===== src/rtl/sort_job_scheduler.sv =====
// Round-robin front end that time-shares one N-element sort engine among NREQ
// requesters: one job in flight, watchdog on the engine, tagged valid/ready response.
module sort_job_scheduler #(
  parameter int NREQ    = 4,
  parameter int N       = 6,
  parameter int WIDTH   = 8,
  parameter int TIMEOUT = 16
) (
  input  logic                      clk,
  input  logic                      rst,
  input  logic [NREQ-1:0]           req_valid,
  output logic [NREQ-1:0]           req_ready,
  input  logic [NREQ*N*WIDTH-1:0]   req_data,
  output logic                      rsp_valid,
  input  logic                      rsp_ready,
  output logic [$clog2(NREQ)-1:0]   rsp_id,
  output logic [N*WIDTH-1:0]        rsp_data,
  output logic                      rsp_err,
  output logic                      eng_start,
  output logic [N*WIDTH-1:0]        eng_data_in,
  input  logic                      eng_done,
  input  logic [N*WIDTH-1:0]        eng_data_sorted,
  output logic                      busy
);
  localparam int IDW = $clog2(NREQ);
  localparam int VW  = N*WIDTH;
  localparam int TW  = $clog2(TIMEOUT);

  typedef enum logic [1:0] {S_IDLE, S_START, S_WAIT, S_RESP} state_t;

  state_t           r_state;
  logic [IDW-1:0]   r_rr_ptr;
  logic [IDW-1:0]   r_id;
  logic [TW-1:0]    r_timer;
  logic [VW-1:0]    r_op;
  logic [VW-1:0]    r_rsp_data;
  logic             r_rsp_valid;
  logic             r_rsp_err;
  logic             r_eng_start;
  logic             r_busy;

  logic             w_any;
  logic [IDW-1:0]   w_gnt_idx;
  int               w_k;

  // First valid requester at or above the round-robin pointer, wrapping.
  always_comb begin
    w_any     = 1'b0;
    w_gnt_idx = '0;
    w_k       = 0;
    for (int i = 0; i < NREQ; i++) begin
      w_k = int'(r_rr_ptr) + i;
      if (w_k >= NREQ) w_k = w_k - NREQ;
      if (!w_any && req_valid[IDW'(w_k)]) begin
        w_any     = 1'b1;
        w_gnt_idx = IDW'(w_k);
      end
    end
  end

  // Accept is combinational so the requester sees its handshake in the grant cycle.
  assign req_ready   = (r_state == S_IDLE && w_any && !rst) ? (NREQ'(1) << w_gnt_idx) : '0;
  assign rsp_valid   = r_rsp_valid;
  assign rsp_id      = r_id;
  assign rsp_data    = r_rsp_data;
  assign rsp_err     = r_rsp_err;
  assign eng_start   = r_eng_start;
  assign eng_data_in = r_op;
  assign busy        = r_busy;

  always_ff @(posedge clk or posedge rst) begin
    if (rst) begin
      r_state     <= S_IDLE;
      r_rr_ptr    <= '0;
      r_id        <= '0;
      r_timer     <= '0;
      r_op        <= '0;
      r_rsp_data  <= '0;
      r_rsp_valid <= 1'b0;
      r_rsp_err   <= 1'b0;
      r_eng_start <= 1'b0;
      r_busy      <= 1'b0;
    end else begin
      r_eng_start <= 1'b0;
      case (r_state)
        S_IDLE: begin
          if (w_any) begin
            r_op        <= req_data[w_gnt_idx*VW +: VW];
            r_id        <= w_gnt_idx;
            r_eng_start <= 1'b1;
            r_busy      <= 1'b1;
            r_state     <= S_START;
          end
        end
        S_START: begin
          r_timer <= '0;
          r_state <= S_WAIT;
        end
        S_WAIT: begin
          // A done landing on the last watchdog cycle still counts as success.
          if (eng_done) begin
            r_rsp_data  <= eng_data_sorted;
            r_rsp_err   <= 1'b0;
            r_rsp_valid <= 1'b1;
            r_state     <= S_RESP;
          end else if (r_timer == TW'(TIMEOUT-1)) begin
            r_rsp_data  <= '0;
            r_rsp_err   <= 1'b1;
            r_rsp_valid <= 1'b1;
            r_state     <= S_RESP;
          end else begin
            r_timer <= r_timer + 1'b1;
          end
        end
        S_RESP: begin
          if (rsp_ready) begin
            r_rr_ptr    <= (r_id == IDW'(NREQ-1)) ? '0 : r_id + 1'b1;
            r_rsp_valid <= 1'b0;
            r_busy      <= 1'b0;
            r_state     <= S_IDLE;
          end
        end
        default: r_state <= S_IDLE;
      endcase
    end
  end

endmodule


===== config.mk =====
export PLATFORM = sky130hd
export DESIGN_NAME = sort_job_scheduler
export DESIGN_NICKNAME = d
export VERILOG_FILES = /design/src/rtl/sort_job_scheduler.sv
export SDC_FILE = /design/constraint.sdc
export NUM_CORES = 1
export LEC_CHECK = 0
export CORE_AREA = 2 2 137 139
export CTS_BUF_LIST = sky130_fd_sc_hd__clkbuf_8
export DETAILED_ROUTE_END_ITERATION = 8
export DIE_AREA = 0 0 139 141
export GPL_TIMING_DRIVEN = 0
export PLACE_DENSITY = 0.81
export RECOVER_POWER = 100
export SLEW_MARGIN = 5
export SYNTH_ARGS = -nofsm -noshare
export SYNTH_HDL_FRONTEND = slang
export SYNTH_SLANG_ARGS = --single-unit

===== constraint.sdc =====
create_clock -name clk -period 4.4 [get_ports clk]
set_input_delay 0.66 -clock clk [delete_from_list [all_inputs] [get_ports clk]]
set_output_delay 0.66 -clock clk [all_outputs]
set_load 0.02 [all_outputs]

**Yosys cells after proc, flatten, opt, wreduce, memory -nomap -nowiden**

Cells that the tools add are included.

- Flip-flop bits (word level): 110
- Logic and storage cells: 106
- Output and inout port bits: 106

- Shifts and indexed selects: 2
- Multipliers: 1
- Add/sub/neg operators: 9
- Magnitude comparators: 8
- Equal/unequal tests: 10
- Reductions and logical operators: 21
- Muxes and demuxes: 45

Operators by type and width:

| operator | number |
|---|---|
| $shiftx A192 B9 Y48 | 1 |
| $mux W48 | 2 |
| $mux W2 | 13 |
| $mux W1 | 19 |
| $lt A2 B4 Y1 const B | 4 |
| $mux W4 | 3 |
| $reduce_and A3 Y1 | 4 |
| $ge A3 B3 Y1 const B | 3 |
| $bmux W1 S2 | 4 |
| $ne A2 B2 Y1 const B | 4 |
| $pmux W2 S4 | 1 |
| $pmux W4 S2 | 1 |
| $reduce_bool A2 Y1 | 4 |
| $sub A2 B1 Y2 const B | 4 |
| $add A2 B2 Y3 const B | 2 |
| $eq A2 B2 Y1 const B | 3 |
| $reduce_and A2 Y1 | 3 |
| $logic_and A1 B1 Y1 | 5 |
| $add A4 B1 Y4 const B | 1 |
| $eq A4 B4 Y1 const B | 1 |
| $logic_not A1 Y1 | 4 |
| $mul A2 B2 Y4 const B | 1 |
| $pmux W1 S2 | 2 |
| $shl A1 B2 Y4 const A | 1 |
| 6 further kinds | 6 |

**Longest topological paths before layout**

- Word-level depth: 18
- Gate-level depth with buffers: 7

**Worst setup path after synthesis**

No wires, ideal clock.

- Kind: input to output
- Start: in rst
- End: out req_ready[1]
- Stages: 2
- Data arrival time: 3.501 ns
- Data required time: 3.740 ns
- Path slack: 0.239 ns
- Cell sequence: inv_1 -> and3_1

- Word-level cells in the longest chain between the ends: 3

RTL lines:

| what | RTL line | RTL |
|---|---|---|
| start, declared | 10 | `input logic rst,` |
| $logic_not A1 Y1 (no line) | -- |  |
| $logic_and A1 B1 Y1 | 62 | `assign req_ready = (r_state == S_IDLE && w_any && !rst) ? (NREQ'(1) << w_gnt_idx) : '0;` |
| $mux W4 | 62 |  |
| end, declared | 12 | `output logic [NREQ-1:0] req_ready,` |

Every way passes these cells.

**Final worst setup path**

- Start: in req_valid[2]
- End: out req_ready[1]

- Word-level cells in the longest chain between the ends: 16
- Elaborated cells on any way between the ends: 30

RTL lines:

| what | RTL line | RTL |
|---|---|---|
| start, declared | 11 | `input logic [NREQ-1:0] req_valid,` |
| $bmux W1 S2 | 54 | `if (!w_any && req_valid[IDW'(w_k)]) begin` |
| $mux W1 (not written as such) (2 in series) | 54 |  |
| $mux W1 | 54 |  |
| $logic_not A1 Y1 | 54 |  |
| $logic_and A1 B1 Y1 | 54 |  |
| $mux W1 | 54 |  |
| $logic_not A1 Y1 | 54 |  |
| $logic_and A1 B1 Y1 | 54 |  |
| $mux W1 | 54 |  |
| $logic_not A1 Y1 | 54 |  |
| $logic_and A1 B1 Y1 | 54 |  |
| $mux W1 | 54 |  |
| $logic_and A1 B1 Y1 (2 in series) | 62 |  |
| $mux W4 (*) | 62 |  |

Mark *: on every way between the ends. The rest lies on a longest branch, timed or not. The select of a mux whose other input is x is not followed.

==> impl_metrics.csv <==
group,metric,value,unit
placement,port_buffers,352,
timing,period_share,92.0,%
die,dieArea,19600,µm²
timing,fmax,247,MHz
die,die_h,141,µm
setup_path,required,3.74,ns
setup_path,worstPathCellList,"clkdlybuf4s50_1, buf_2, nor4_1, nand2b_1, inv_1, clkbuf_1, and3_1, clkdlybuf4s50_1",
setup_path,slowest_stage,"clkdlybuf4s50_1",
clock_tree,path_clk_slew,0.11,ns
synth,async_flop_share,100,%
timing,post-route-min-period,4.05,ns
clock_tree,worstSkewPairLatency,0.40,ns
timing,tightest_slew,0.662,ns
clock_tree,cts.path.max_buffers,2,
setup_path,worstPathArrival,3.39,ns
cells_and_area,area_delta_synth_final,64.3,%
clock_tree,cts_resized,0,
synth,synth_top_area_share,43.6,%
global_route,grt_max_degree,58,
die,die_x,139,µm
timing,rsz0062_at_grt,"no",
setup_path,worstSetupPathType,"in2out",
synth,synth_common_cells,"dfrtp_1, a211oi_1, nand2_1",
die,rows,50,
synth,synth_warnings,0,
placement,dp_hpwl,21.1,mm
clock_tree,cts_sinks,110,
synth,synthTopCellsByArea,"dfrtp_1, a211oi_1, a22o_1, and3_1, a31oi_1",
synth,synth_cells,712,
synth,synth_enable_flop_cells,0,
setup_path,critPathLaunchType,"input port",
setup_path,crit_top_cell,"clkdlybuf4s50_1",
cells_and_area,drive_above_1_share,4.72,%
drt,wl_per_cell,20.8,µm
drt,first_pass_iters,5,
clock_tree,cts_tree,"built",
drt,drc_errors,0,
synth,yosysUniqueCellTypes,40,
global_route,grt_pass1_wl,41.4,mm
power,power_density,597,nW/µm²
synth,syn-cell-area,6310,µm²
setup_path,crit_fanout,10,
synth,synth_most_common_cell,"dfrtp_1",
placement,gp_congestion,0.937,
die,start_util,34.6,%
setup_path,end_kind,"output pin",
global_route,track_usage,27.0,%
cells_and_area,fin_cells,1315,
die,io_pins,354,
global_route,grt_pass1_vias,7160,
timing,setup_viol,0,
clock_tree,postCtsSetupRepairBufs,0,
setup_path,rrSetupSlack,2.08,ns
synth,syn_nets,967,
global_route,grt_overflow_total,0,
synth,synth-seq-cells,110,
setup_path,path_buf_inv,5,
drt,drt_iter0_drc,446,
status,outcome,"finished, final reports clean",
clock_tree,cts-root-buf,"clkbuf_8",
power,p_leak,0.00425,µW
timing,slew_viol_final,0,
drt,vias,7312,
cells_and_area,nNetsFinal,1331,
clock_tree,h-tree-depth,3,
clock_tree,cts_hold_buf,0,
placement,numPlacedInstances,1299,
cells_and_area,fillers,1651,
drt,drtAntennaViolNets,0,
setup_path,crit_path_max_incr_delay,0.65,ns
power,peakVddDrop,347,µV
setup_path,cp_top_family,"buffers and inverters",
synth,avgSynthCellArea,8.87,µm²
drt,vias_per_cell,5.56,
global_route,antenna_found_initial,2,
die,core-area,18300,µm²
synth,yosys.area.top_type,"dfrtp_1",
timing,fin_tns_setup,0,ns
synth,synth_flop_cell,"dfrtp_1",
cells_and_area,diodes,0,
timing,hold_violations,0,
drt,wirelength,27.3,mm
worst_hold_path,hold_path_class,"reg2reg",
timing,clock-skew-final,0.0157,ns
flow_run,maxCapViolCount,0,
clock_tree,numCtsBuffers,9,
timing,relSlewSlack,55.9,%
synth,ys_seq_area_share,43.6,%
-- per-stage QoR --
stage	utilization (%)	worst slack, ns	power, µW	hold slack, ns	instance area, µm²
after CTS	56.8	0.439	6410	0.521	10400
after floorplan	-	0.239	3910	0.482	6310
final	56.8	0.351	6190	0.511	10400
after detailed placement	55.6	0.443	5700	0.491	10200
after global routing	56.8	0.209	6590	0.530	10400
after global placement	55.4	-1.93	5630	0.487	10100
-- power breakdown --
part | switching (µW) | leakage, µW | total, µW | internal (µW)
sequential | 270 | 0.00131 | 1770 | 1500
clock | 418 | 0.000113 | 702 | 284
combinational | 2140 | 0.00282 | 3720 | 1580
-- flip-flops by register name, indices dropped and copies added, names as in the netlist --
name         cells
busy             1
rsp_valid        1
r_rr_ptr         2
r_timer          4
rsp_data        48
eng_start        1
r_state          2
rsp_id           2
eng_data_in     48
rsp_err          1
-- layout by cell type (no fill, tap or decap), types with 3 or more instances in the layout --
cell type / synthesis / final
nor3_1: 5 / 5
a31oi_1: 49 / 49
nor2b_1: 5 / 5
buf_4: 6 / 5
inv_8: 0 / 3
nand2b_1: 5 / 5
and3_1: 50 / 50
a21oi_1: 5 / 5
clkbuf_1: 51 / 56
a211oi_1: 97 / 97
dlygate4sd3_1: 0 / 107
nand2_1: 57 / 57
clkdlybuf4s50_1: 0 / 245
ha_1: 7 / 7
inv_1: 7 / 7
a22o_1: 48 / 48
buf_6: 7 / 7
buf_2: 17 / 15
clkbuf_8: 0 / 9
o21ai_0: 52 / 52
nand3_1: 53 / 53
dfrtp_1: 110 / 110
nor2_1: 52 / 52
-- cell type report --
cell class              instances  area, µm²  area share [%]
plain buffers                  83        402            3.87
clock buffers                   9        124            1.19
clock inverters                 7       97.6           0.941
inverters                      10       42.5           0.410
multi-input cells             509       3110            30.0
flip-flops and latches        110       2750            26.5
well taps                     234        293            2.82
repair buffers                353       3550            34.2
-- worst register-to-register path, delay by kind of cell, from the launching register on --
family	cells	cell delay [ns]
fa+ha+maj	1	0.31
buf+inv	4	1.14
simple gates	1	0.17
compound gates	1	0.21
flops	1	0.43
-- per-layer routing --
metal / vias up / part of all wire, % / track usage [%]
met2: 348 / 49 / 46.9
met3: 42 / 7.1 / 5.47
li1: 3399 / - / -
met5: - / 0.051 / 0
met4: 2 / 2.2 / 7.97
met1: 3521 / 41 / 34.0
-- worst paths after layout --
kind / cells after the start / start / end
setup / recovery: 8 / req_valid[2] / req_ready[1]
hold / removal: 1 / rsp_data[21]$_DFFE_PP0P_ / rsp_data[21]$_DFFE_PP0P_
setup reg to reg: 7 / r_state[0]$_DFFE_PP0P_ / rsp_data[3]$_DFFE_PP0P_
hold reg to reg: 1 / rsp_data[21]$_DFFE_PP0P_ / rsp_data[21]$_DFFE_PP0P_
max in group asynchronous: 3 / rst / eng_data_in[47]$_DFFE_PP0P_
min in group asynchronous: 2 / rst / eng_data_in[10]$_DFFE_PP0P_
-- logic make-up after synthesis --
group / after synthesis / share of synthesized area (%)
XOR/XNOR: 1 / 0.139
buffers and inverters: 93 / 7.06
AO/OA/AOI/OAI: 267 / 29.7
multiplexers: 3 / 0.515
adder cells (fa/ha/maj): 7 / 1.39
flip-flops: 110 / 43.6
AND/OR/NAND/NOR: 231 / 17.6
Power figures use the tool's default switching activity.
